## src/rtl/blk_mixer_pkg.sv

```systemverilog
// Shared types and constants for the dark-mode block mixer.
package blk_mixer_pkg;

  localparam int LAT       = 3;    // fixed video latency, both builds
  localparam int ALPHA_W   = 9;    // alpha spans 0..256 inclusive
  localparam int ALPHA_MAX = 256;
  localparam int CH_W      = 8;
  localparam int NUM_CH    = 3;

  typedef struct packed {
    logic [CH_W-1:0] r;
    logic [CH_W-1:0] g;
    logic [CH_W-1:0] b;
  } pixel_t;

  typedef struct packed {
    logic hs;
    logic vs;
    logic de;
  } sync_t;

  // Saturating alpha ramp: one step toward 256 (up) or 0 (down).
  function automatic logic [ALPHA_W-1:0] alpha_next(input logic [ALPHA_W-1:0] cur,
                                                    input logic               up,
                                                    input int                 step);
    int v;
    if (up) v = int'(cur) + step;
    else    v = int'(cur) - step;
    if (v > ALPHA_MAX) v = ALPHA_MAX;
    if (v < 0)         v = 0;
    return ALPHA_W'(v);
  endfunction

endpackage

```

## src/rtl/blk_mix_chan.sv

```systemverilog
// Single-channel blend, stages S2/S3: y = (c*(256-a) + (255-c)*a) >> 8.
// Build option BLK_MIXER_FADE_EN: defined -> true weighted blend with two
// multipliers; undefined -> a is only ever 0 or 256, so a select mux is used.
module blk_mix_chan
  import blk_mixer_pkg::*;
(
  input  logic               clk,
  input  logic               rst,
  input  logic [CH_W-1:0]    c,
  input  logic [ALPHA_W-1:0] a,
  input  logic               de,   // data-enable of the pixel entering S3
  output logic [CH_W-1:0]    y
);

`ifdef BLK_MIXER_FADE_EN
  logic [16:0]        keep_p;
  logic [16:0]        inv_p;
  logic [ALPHA_W-1:0] keep_w;
  logic [CH_W-1:0]    inv_c;

  assign keep_w = ALPHA_W'(ALPHA_MAX) - a;  // a <= 256, never underflows
  assign inv_c  = ~c;                        // 255 - c

  // S2: both weighted products
  always_ff @(posedge clk) begin
    if (rst) begin
      keep_p <= '0;
      inv_p  <= '0;
    end else begin
      keep_p <= 17'(c) * 17'(keep_w);
      inv_p  <= 17'(inv_c) * 17'(a);
    end
  end

  // S3: sum and scale; the sum peaks at 255*256 so bits [15:8] hold the result
  always_ff @(posedge clk) begin
    if (rst) y <= '0;
    else     y <= de ? CH_W'((keep_p + inv_p) >> 8) : '0;
  end
`else
  logic [CH_W-1:0] sel;

  // S2: with a in {0,256} the blend degenerates to pass or invert
  always_ff @(posedge clk) begin
    if (rst) sel <= '0;
    else     sel <= (a != '0) ? ~c : c;
  end

  // S3: extra stage keeps latency identical to the fading build
  always_ff @(posedge clk) begin
    if (rst) y <= '0;
    else     y <= de ? sel : '0;
  end
`endif

endmodule

```

## src/rtl/blk_mixer.sv

```systemverilog
// Dark-mode mixer: blends pixels of bright-flagged blocks toward their inverse
// with a per-frame global alpha. Fixed 3-cycle latency, syncs delayed to match.
// Build option BLK_MIXER_FADE_EN: defined -> alpha ramps by STEP per frame;
// undefined -> alpha jumps between 0 and 256 at each vsync rising edge.
module blk_mixer
  import blk_mixer_pkg::*;
#(
  parameter int STEP = 16
)(
  input  logic                clk_i,
  input  logic                rst_i,
  input  logic                en_i,
  input  logic                hs_i,
  input  logic                vs_i,
  input  logic                de_i,
  input  logic [23:0]         rgb_i,
  input  logic                rx_i,
  output logic                hs_o,
  output logic                vs_o,
  output logic                de_o,
  output logic [23:0]         rgb_o,
  output logic [ALPHA_W-1:0]  alpha_o
);

  if (STEP < 1 || STEP > ALPHA_MAX) begin : g_bad_step
    $error("blk_mixer: STEP must be within 1..256");
  end

  logic                          vs_r;
  logic                          vs_rise;
  logic [ALPHA_W-1:0]            alpha;
  sync_t                         sync_in;
  sync_t [LAT-1:0]               sync_pipe;  // [0]=S1, [1]=S2, [2]=output
  logic [NUM_CH-1:0][CH_W-1:0]   rgb1;
  logic [ALPHA_W-1:0]            a1;
  logic [NUM_CH-1:0][CH_W-1:0]   mix;

  assign vs_rise = vs_i & ~vs_r;
  assign sync_in = '{hs: hs_i, vs: vs_i, de: de_i};

  // Vsync edge detector. Tracks vs_i during reset so a vsync that is already
  // high (or rises) while in reset is not counted as a new frame on release.
  always_ff @(posedge clk_i) begin
    vs_r <= vs_i;
  end

  // Global alpha, updated once per frame on the vsync rising edge
  always_ff @(posedge clk_i) begin
    if (rst_i)
      alpha <= '0;
    else if (vs_rise)
`ifdef BLK_MIXER_FADE_EN
      alpha <= alpha_next(alpha, en_i, STEP);
`else
      alpha <= en_i ? ALPHA_W'(ALPHA_MAX) : '0;
`endif
  end

  // Sync delay line alongside the data stages
  always_ff @(posedge clk_i) begin
    if (rst_i) sync_pipe <= '0;
    else       sync_pipe <= {sync_pipe[LAT-2:0], sync_in};
  end

  // S1: capture pixel and its effective weight
  always_ff @(posedge clk_i) begin
    if (rst_i) begin
      rgb1 <= '0;
      a1   <= '0;
    end else begin
      rgb1 <= rgb_i;
      a1   <= (rx_i & de_i) ? alpha : '0;
    end
  end

  // S2/S3 per channel; output gated by the de of the pixel entering S3
  for (genvar i = 0; i < NUM_CH; i++) begin : g_ch
    blk_mix_chan u_chan (
      .clk (clk_i),
      .rst (rst_i),
      .c   (rgb1[i]),
      .a   (a1),
      .de  (sync_pipe[1].de),
      .y   (mix[i])
    );
  end

  assign rgb_o   = mix;
  assign hs_o    = sync_pipe[LAT-1].hs;
  assign vs_o    = sync_pipe[LAT-1].vs;
  assign de_o    = sync_pipe[LAT-1].de;
  assign alpha_o = alpha;

endmodule

```

## config.mk

```make
export PLATFORM = sky130hd
export DESIGN_NAME = blk_mixer
export DESIGN_NICKNAME = d
export VERILOG_FILES = /design/src/rtl/blk_mixer_pkg.sv /design/src/rtl/blk_mix_chan.sv /design/src/rtl/blk_mixer.sv
export SDC_FILE = /design/constraint.sdc
export NUM_CORES = 1
export LEC_CHECK = 0
export ABC_CLOCK_PERIOD_IN_PS = 2000
export BUFFER_PORTS_ARGS = -buffer_cell sky130_fd_sc_hd__buf_4
export CORE_MARGIN = 1
export CORE_UTILIZATION = 45
export DETAILED_ROUTE_END_ITERATION = 7
export PLACE_DENSITY_LB_ADDON = 0.25
export SYNTH_ARGS = -nofsm -noshare
export SYNTH_HDL_FRONTEND = slang
export SYNTH_HIERARCHICAL = 1
export SYNTH_SLANG_ARGS = --single-unit
```

## constraint.sdc

```tcl
create_clock -name clk_i -period 2 [get_ports clk_i]
set_clock_uncertainty 0.05 [all_clocks]
set_input_delay 0.2 -clock clk_i [delete_from_list [all_inputs] [get_ports clk_i]]
set_output_delay 0.2 -clock clk_i [all_outputs]
set_load 0.005 [all_outputs]
```

==> summary.md, run 1 <==
| Metric | Value |
|---|---|
| CP max FO | 8 |
| Total Die Area | 6560 um^2 |
| Pins Over Slew Limit | 0 |
| Period utilization | 90.9% |
| DR iter-0 viols | 58 |
| Root Driver | clkbuf_8 |
| FP Rows | 28 |
| Slew @ Worst Pin | 0.543 ns |
| Number of buffers added for setup after CTS | 0 |
| Finish-stage setup viols | 0 |
| Yosys warns | 6 |
| Clk slew on worst S/H paths | 0.08 ns |
| Ranking of synthesized cells by area | dfxtp_1, nor2b_1, mux2_2 |
| Worst path arrival time | 1.99 ns |
| Most Crowded Layer GR | met2 |
| Routed wire length | 4000 um |
| Largest net degree at the start of global routing | 59 |
| Routed len/inst | 9.59 um |
| Initial antenna violation count | 0 |
| Worst VDD drop | 610 uV |
| CP endpoint kind | flop |
| Combinational power share | 5.8% |
| Nets | 368 |
| Net switching power | 0.664 mW |
| CTS-repair resized insts | 0 |
| Critical path cell sequence | or4_4 > nor4_4 > mux2_2 |
| FF+latch area | 1680 um^2 |
| Lkg Pwr | 1.66 nW |
| Unrepaired setup endpoints after global routing | no |
| Syn_area_per_cell | 11.5 um^2 |
| Post-synthesis to final-layout area growth | 30.8% |
| CTS sink cnt | 84 |
| CP peak stage delay | 0.50 ns |
| Vias in the first global route | 1,559 |
| Initial Util | 47.2% |
| CTS tree | yes |
| Synth Instances | 245 |
| Multi-input logic area | 1160 um^2 |
| GR met2 Demand/Resource | 23.4% |
| Core ar. | 5960 um^2 |
| CTS buffer count | 9 |
| Drt pass-1 iters | 4 |
| Synthesized cell area | 2810 um^2 |
| Synth top area share | 59.9% |
| Die W | 81.0 um |
| GRT Util Overall | 13.2% |
| WS Path Type | reg -> reg |
| Chip height | 81.0 um |
| Total grt overflow | 0 |
| Antenna-violating nets left | 0 |
| Num ports | 67 |
| Util after Layout | 61.7% |
| Max-slew headroom at the worst pin | 63.5% |
| Power per cell area | 934 nW/um^2 |
| DR vias/cell | 4.21 |
| GR Util met1 | 13.5% |
| IO buf count | 58 |
| Ratio of cells with drive above 1 in the final layout | 31.9% |
| Clk network pwr share | 42.7% |
| Fin crit period | 1.82 ns |
| Sequential share of power | 51.5% |
| Required time worst endpoint | 2.18 ns |
| Crit start category | flop |
| Largest area contributor in the netlist | dfxtp_1 |
| Bufs on Longest Clock Path | 2 |
| Post-synth cell types | 16 |
| Via Count | 1,757 |
| Slowest cell on the critical path | nor4_4 |
| Hold WC Path Type | in -> reg |
| Max-cap violations | 0 |
| First-pass GRT wire length | 6360 um |
| Worst skew pair latency | 0.34 ns |
| Final Hold Viols | 0 |
| Hold_ws | 0.0152 ns |
| Final setup TNS | 0 ns |
| Post-CTS Hold Fix Bufs | 1 |
| Switching part of the total | 19.4% |
| DP Wirelength | 2810 um |
| Outcome | complete, no violations |
| Synth Register Bits | 84 |
| Fillers | 531 |
| Htree depth | 3 |
| Fmax | 550 MHz |
| Most common cell after layout, fill and taps aside | dfxtp_1 |
| Residual DRC count | 0 |
| GP Congestion | 0.686 |
| # diodes | 0 |
| Met3 Track Usage GR | 5.39% |
| Internal power consumption | 2.77 mW |
| Register area share after synthesis | 59.9% |
| Commonest cells after routing, fill and taps aside | dfxtp_1, buf_4, nor2b_1 |
-- sequential cells by signal, summed over array words and instances (netlist names) --
signal and flops:
vs_r 1, g_ch.u_chan/sel 24, vs_o 1, alpha_o 1, rgb1 24, hs_o 1
g_ch.u_chan/y 24, sync_pipe 6, de_o 1, a1 1
-- power groups by stage --
stage                     clock [mW]  combinational, mW  sequential, mW
after floorplan                    0              0.127            1.80
after CTS                       1.50              0.202            1.77
final                           1.47              0.198            1.77
after global placement             0              0.193            1.81
after global routing            1.58              0.224            1.78
after detailed placement           0              0.199            1.81
-- cell families after synthesis --
group,share of synthesized area [%]
AND/OR/NAND/NOR,27.1
flip-flops,59.9
other,0.134
buffers and inverters,3.07
multiplexers,9.62
AO/OA/AOI/OAI,0.178
-- worst paths after layout --
| kind | startpoint | to | cells past startpoint | slack (ns) |
|---|---|---|---|---|
| worst min register to register | g_ch[2].u_chan/sel[1] | g_ch[2].u_chan/y[1] | 1 | 0.37 |
| worst min-delay path | hs_i | sync_pipe[2] | 2 | 0.02 |
| worst max register to register | a1[8] | g_ch[1].u_chan/sel[5] | 3 | 0.18 |
| worst max-delay path | a1[8] | g_ch[1].u_chan/sel[5] | 3 | 0.18 |
-- cell usage after synthesis --
master	n
nor2b_1	61
buf_2	3
nand2b_1	1
or4_4	3
nand4bb_1	1
or3_1	3
conb_1	1
clkbuf_1	3
and3_1	1
buf_4	8
and2_1	24
dfxtp_1	84
nor4_4	3
nor2_1	24
o21ai_0	1
mux2_2	24
-- area by class of cell --
type                    instances  area share, %
flip-flops and latches         84           45.8
repair buffers                 64           13.1
clock inverters                 5           2.93
multi-input cells             178           31.5
well taps                      75           2.55
clock buffers                  11           4.12
-- metal layers --
metal | share of wire, % | vias up
met1 | 42 | 786
li1 | - | 925
met4 | 1.0 | 0
met3 | 5.4 | 6
met2 | 51 | 40
met5 | 0 | -
-- metrics by stage --
step | total power [mW] | setup WS [ns] | cells | instance area, um^2
after floorplan | 1.93 | 0.320 | 276 | 2930
after global routing | 3.58 | 0.0960 | 417 | 3670
after CTS | 3.47 | 0.159 | 417 | 3670
after global placement | 2.00 | 0.190 | 400 | 3410
after detailed placement | 2.01 | 0.192 | 400 | 3410
final | 3.43 | 0.183 | 417 | 3670
-- critical path, delay by kind of cell, from the launching register on --
family / cells / cell delay (ns)
AND/OR/NAND/NOR: 2 / 0.93
multiplexers: 1 / 0.40
flip-flops: 1 / 0.33
(Power assumes the default switching activity.)
==> run 2: changes to the inputs <==
--- a/config.mk
+++ b/config.mk
@@ -5,10 +5,11 @@
 export SDC_FILE = /design/constraint.sdc
 export NUM_CORES = 1
 export LEC_CHECK = 0
+export ABC_AREA = 1
 export ABC_CLOCK_PERIOD_IN_PS = 2000
 export BUFFER_PORTS_ARGS = -buffer_cell sky130_fd_sc_hd__buf_4
 export CORE_MARGIN = 1
-export CORE_UTILIZATION = 45
+export CORE_UTILIZATION = 53
 export DETAILED_ROUTE_END_ITERATION = 7
 export PLACE_DENSITY_LB_ADDON = 0.25
 export SYNTH_ARGS = -nofsm -noshare
==> run 2 against run 1 <==
Against the previous run: register-to-register slack better by 0.71 ns; sequential power about the same; routed wire length up 20%; clock-buffer cell count unchanged; critical path type unchanged; largest cell class unchanged; largest power group unchanged.
==> summary.md, run 2 <==
| Metric | Value |
|---|---|
| Synth top area share | 56.4% |
| Area post-placement | 3530 um^2 |
| Dominant synthesized flop cell | dfxtp_1 |
| CTS-repair resized insts | 0 |
| Synthesized cell area | 2980 um^2 |
| Crit start category | flop |
| Sequential share of power | 58.6% |
| # diodes | 0 |
| Total Die Area | 5930 um^2 |
| Post-synth top cells | nor2_1, inv_1, dfxtp_1, nand2_1, nand3_1 |
| Post-synthesis to final-layout area growth | 29.6% |
| FF-to-FF path depth | 6 |
| Outcome | complete, no violations |
| DP Wirelength | 3200 um |
| Largest registers | g_ch.u_chan/sel: 24 flops, g_ch.u_chan/y: 24 flops, rgb1: 24 flops |
| Combinational power share | 8.6% |
| Final Power | 3.02 mW |
| Cell area after layout | 3870 um^2 |
| Nets | 520 |
| Final setup margin | 0.888 ns |
| Ranking of synthesized cells by area | dfxtp_1, nor2_1, inv_1 |
| Switching part of the total | 23.2% |
| DP Worst Slack | 0.781 ns |
| Routed len/inst | 8.51 um |
| R2R setup slack | 0.89 ns |
| Root Driver | clkbuf_8 |
| Core ar. | 5270 um^2 |
| Via Count | 2,290 |
| Async set-reset flop share out of synthesis | 0% |
| RR Endpoint | g_ch[2].u_chan/sel[0] |
| Num ports | 67 |
| Max-cap violations | 0 |
| Count leader, synth | nor2_1 |
| Initial Util | 56.6% |
| CP max FO | 8 |
| Residual DRC count | 0 |
| Finish-stage setup viols | 0 |
| Hold Path Origin | rgb_i[21] |
| WS Path Type | reg -> reg |
| Fmax | 899 MHz |
| Die W | 77.0 um |
| CTS buffer count | 9 |
| CTS tree | yes |
| Htree depth | 3 |
| Final setup TNS | 0 ns |
| Clk network pwr share | 32.8% |
| Initial antenna violation count | 0 |
| Post-CTS Hold Fix Bufs | 17 |
| Worst VDD drop | 433 uV |
| GRT Util Overall | 18.8% |
| Chip height | 77.0 um |
| Number of buffers added for setup after CTS | 0 |
| Non-filler cells in the finished layout | 564 |
| Pins Over Slew Limit | 0 |
| Final Hold Viols | 0 |
| Largest area contributor in the netlist | dfxtp_1 |
| DR iter-0 viols | 123 |
| Hold worst-path end | rgb1[21] |
| Worst path arrival time | 1.31 ns |
| Hold WC Path Type | in -> reg |
| Synth Instances | 382 |
| Hold_ws | 0.0116 ns |
| Lkg Pwr | 2.10 nW |
| Clk slew on worst S/H paths | 0.08 ns |
| Commonest cells after routing, fill and taps aside | nor2_1, inv_1, dfxtp_1 |
| Antenna-violating nets left | 0 |
| Post-synth EDFFs | 0 |
| Drt pass-1 iters | 4 |
| Unrepaired setup endpoints after global routing | no |
| Power per cell area | 780 nW/um^2 |
| GP Congestion | 0.763 |
| Hold Path Depth | 3 |
| Internal power consumption | 2.31 mW |
| Largest net degree at the start of global routing | 20 |
| Period utilization | 55.6% |
| IO buf count | 58 |
| Routed wire length | 4800 um |
| First-pass GRT wire length | 8600 um |
| Inst Count DP | 530 |
| CP endpoint kind | flop |
| Syn_area_per_cell | 7.81 um^2 |
| DR vias/cell | 4.06 |
| Worst skew pair latency | 0.35 ns |
| Bufs on Longest Clock Path | 2 |
| Synth Register Bits | 84 |
| Fillers | 421 |
| Most common cell after layout, fill and taps aside | nor2_1 |
| Required time worst endpoint | 2.20 ns |
| Util after Layout | 73.4% |
| Post-synth cell types | 13 |
| Yosys warns | 6 |
| Fin crit period | 1.11 ns |
| Net switching power | 0.701 mW |
| Register area share after synthesis | 56.4% |
| CTS sink cnt | 84 |
| Vias in the first global route | 2,132 |
| Total grt overflow | 0 |
| Worst reg2reg startpoint | a1[8] |
| FP Rows | 26 |
| Ratio of cells with drive above 1 in the final layout | 18.8% |
run 2: worst max-delay path, cell delays in order (launching register included):
cell and delay [ns]:
dfxtp_1 0.33, nor2_1 0.10, nand2_1 0.10, inv_1 0.20
nand3_1 0.12, nand2_1 0.08, nor2_1 0.04
run 2: how the worst max path moves through the flow:
stage / startpoint / end / slack, ns / cells after the start
after floorplan: a1[8] / g_ch[0].u_chan/sel[0] / 1.02 / 6
after global placement: rst_i / g_ch[0].u_chan/y[5] / 0.84 / 4
after detailed placement: rst_i / g_ch[1].u_chan/y[5] / 0.78 / 4
after CTS: a1[8] / g_ch[0].u_chan/sel[4] / 0.88 / 6
after global routing: a1[8] / g_ch[0].u_chan/sel[4] / 0.68 / 6
final: a1[8] / g_ch[2].u_chan/sel[0] / 0.89 / 6
run 2: layout make-up:
class                      count  area [um^2]  share of cell area [%]
clock buffer                  11          131                    3.40
clock inverter                 5         28.8                   0.744
multi-input combinational    221          953                    24.7
tap                           70         87.6                    2.27
timing repair buffer          77          623                    16.1
sequential                    84         1680                    43.5
inverter                      96          360                    9.32
run 2: power groups by stage:
| stage | sequential, mW | combinational (mW) | clock, mW |
|---|---|---|---|
| floorplan | 1.80 | 0.162 | 0 |
| global placement | 1.80 | 0.222 | 0 |
| detailed placement | 1.81 | 0.227 | 0 |
| CTS | 1.77 | 0.255 | 1.01 |
| global route | 1.77 | 0.299 | 1.10 |
| finish | 1.77 | 0.259 | 0.990 |
run 2: cells by family after synthesis:
| family | Yosys count | synth area share, % |
|---|---|---|
| other cells | 1 | 0.126 |
| flops | 84 | 56.4 |
| buf+inv | 108 | 15.6 |
| compound gates | 1 | 0.168 |
| simple gates | 188 | 27.8 |
run 2: per-layer routing:
metal  track usage, %  share of wire, %  wire (um)  vias up
met5                0                 0          0        -
met4             8.49               2.1        102        0
met3             6.90               5.6        271       10
met2             34.2                52       2480       57
met1             19.0                40       1940      964
li1                 -                 -          -     1259
==> run 3: changes to the inputs <==
--- a/config.mk
+++ b/config.mk
@@ -6,10 +6,10 @@
 export NUM_CORES = 1
 export LEC_CHECK = 0
 export ABC_AREA = 1
-export ABC_CLOCK_PERIOD_IN_PS = 2000
+export ABC_CLOCK_PERIOD_IN_PS = 1020
 export BUFFER_PORTS_ARGS = -buffer_cell sky130_fd_sc_hd__buf_4
 export CORE_MARGIN = 1
-export CORE_UTILIZATION = 53
+export CORE_UTILIZATION = 48
 export DETAILED_ROUTE_END_ITERATION = 7
 export PLACE_DENSITY_LB_ADDON = 0.25
 export SYNTH_ARGS = -nofsm -noshare
==> constraint.sdc (replaced) <==
create_clock -name clk_i -period 1.02 [get_ports clk_i]
set_clock_uncertainty 0.05 [all_clocks]
set_input_delay 0.102 -clock clk_i [delete_from_list [all_inputs] [get_ports clk_i]]
set_output_delay 0.102 -clock clk_i [all_outputs]
set_load 0.005 [all_outputs]
==> run 3 against run 2 <==
Against the previous run: the run now ends with setup timing left; power grew 120%; routed wire length grew 8.9%; critical path depth shrank 1; worst setup slack lost 0.90 ns; utilization shrank 4.7 points; clock-buffer cell count shrank 1; global-route usage shrank 0.88 points; largest cell class unchanged.
==> summary.md, run 3 (synthesized netlist as in run 2, its figures left out) <==
| Metric | Value |
|---|---|
| Worst VDD drop | 923 uV |
| Drt pass-1 iters | 4 |
| Residual DRC count | 0 |
| Largest registers | g_ch.u_chan/sel: 24 flops, g_ch.u_chan/y: 24 flops, rgb1: 24 flops |
| Net switching power | 1.44 mW |
| Fin crit period | 1.03 ns |
| Routed wire length | 5230 um |
| Sequential share of power | 53.0% |
| CP max FO | 8 |
| Initial Util | 50.1% |
| Antenna-violating nets left | 0 |
| Initial antenna violation count | 0 |
| Required time worst endpoint | 1.25 ns |
| DR vias/cell | 4.10 |
| Crit start category | flop |
| DP Worst Slack | -0.0969 ns |
| Clk slew on worst S/H paths | 0.08 ns |
| Num ports | 67 |
| DR WL met3 | 161 um |
| Htree depth | 3 |
| Lkg Pwr | 2.17 nW |
| Hold WC Path Type | in -> reg |
| Nets | 535 |
| Core ar. | 5960 um^2 |
| IO buf count | 58 |
| CTS sink cnt | 84 |
| Via Count | 2,394 |
| GRT Util Overall | 17.9% |
| Vias in the first global route | 2,240 |
| Most common cell after layout, fill and taps aside | nor2_1 |
| CP endpoint kind | flop |
| Post-synthesis to final-layout area growth | 37.1% |
| Combinational power share | 8.7% |
| WS Path Type | reg -> reg |
| Final setup margin | -0.00718 ns |
| Period utilization | 101% |
| Max-cap violations | 0 |
| DP Wirelength | 3300 um |
| Clk network pwr share | 38.3% |
| Outcome | complete, but fails checks |
| CTS tree | yes |
| Internal power consumption | 5.09 mW |
| Unrepaired setup endpoints after global routing | yes |
| Largest net degree at the start of global routing | 21 |
| Cell area after layout | 4090 um^2 |
| DR iter-0 viols | 64 |
| Failing checks | setup timing |
| Power per cell area | 1600 nW/um^2 |
| Ratio of cells with drive above 1 in the final layout | 21.2% |
| GP Congestion | 0.749 |
| Commonest cells after routing, fill and taps aside | nor2_1, inv_1, dfxtp_1 |
| Finish-stage setup viols | 1 |
| Worst skew pair latency | 0.34 ns |
| Final Hold Viols | 0 |
| Root Driver | clkbuf_8 |
| Die W | 80.8 um |
| Final setup TNS | -0.00718 ns |
| First-pass GRT wire length | 8760 um |
| Area post-placement | 3560 um^2 |
| Worst path arrival time | 1.25 ns |
| Switching part of the total | 22.1% |
| Top Metal Used | met4 |
| Bufs on Longest Clock Path | 2 |
| Chip height | 80.8 um |
| # diodes | 0 |
| FP Rows | 28 |
| Total Die Area | 6540 um^2 |
| CTS buffer count | 9 |
| Metal2 WL | 2770 um |
| Fillers | 506 |
| Util after Layout | 68.7% |
| Routed len/inst | 8.95 um |
| Total grt overflow | 0 |
| M1 WL | 2180 um |
| Fmax | 974 MHz |
| Pins Over Slew Limit | 0 |
==> run 3: cell count changes in the layout (fill, tap and decap cells not counted), moves of 2 or more <==
| cell | previous run | this run |
|---|---|---|
| nand2_1 | 36 | 33 |
| clkinv_2 | 4 | 2 |
| nor2_2 | 11 | 14 |
| nor2_1 | 107 | 104 |
| buf_4 | 59 | 63 |
| inv_4 | 0 | 3 |
| nand2_2 | 0 | 3 |
| dlygate4sd3_1 | 18 | 29 |
| inv_1 | 93 | 90 |
| bufinv_16 | 0 | 2 |
==> run 3: worst max-delay path: stages (launching register included) <==
cell,delay (ns)
dfxtp_2,0.34
nor2_2,0.09
nand2_2,0.11
nor2_4,0.22
nor2_1,0.07
nor2_1,0.08
==> run 3: layout make-up <==
type / count / area [um^2] / share of cell area, %
flip-flops and latches: 84 / 1680 / 41.1
multi-input cells: 221 / 968 / 23.7
repair buffers: 92 / 763 / 18.7
inverters: 96 / 368 / 8.99
clock buffers: 10 / 128 / 3.12
well taps: 75 / 93.8 / 2.29
clock inverters: 6 / 86.3 / 2.11
==> run 3: through the flow <==
stage	hold WS, ns	instances	power, mW
6_report	0.0215	584	6.53
3_3_place_gp	0.191	539	3.98
2_1_floorplan	0.0797	413	3.85
4_1_cts	0.0156	584	6.58
3_5_place_dp	0.191	539	4.00
5_1_grt	0.0600	584	6.82
==> run 3: power groups by stage <==
stage	sequential, mW	combinational [mW]	clock (mW)
after global routing	3.48	0.649	2.69
final	3.46	0.571	2.50
after detailed placement	3.54	0.458	0
after global placement	3.54	0.447	0
after CTS	3.46	0.557	2.56
after floorplan	3.53	0.318	0
==> run 3: final timing paths <==
check                             start               endpoint  slack (ns)  cells after the start
setup / recovery                  a1[8]  g_ch[2].u_chan/sel[4]      -0.007                      5
setup reg to reg                  a1[8]  g_ch[2].u_chan/sel[4]      -0.007                      5
hold reg to reg   g_ch[2].u_chan/sel[7]    g_ch[2].u_chan/y[7]        0.35                      2
hold / removal                     en_i             alpha_o[8]        0.02                      5
==> run 3: layer usage <==
| metal | global-route usage [%] | vias up |
|---|---|---|
| met5 | 0 | - |
| met4 | 9.64 | 0 |
| met3 | 4.04 | 11 |
| met2 | 36.1 | 44 |
| met1 | 16.2 | 1051 |
| li1 | - | 1288 |
==> run 3: what timing repair did <==
| item | 4_1_cts | 5_1_grt |
|---|---|---|
| setup buffers | 0 | 0 |
| endpoints found under the hold margin | 32 | 0 |
| endpoints found under the setup margin | 24 | 24 |
| resized for setup | 8 | 5 |
| pin swaps | 8 | 32 |
| hold buffers | 29 | 0 |
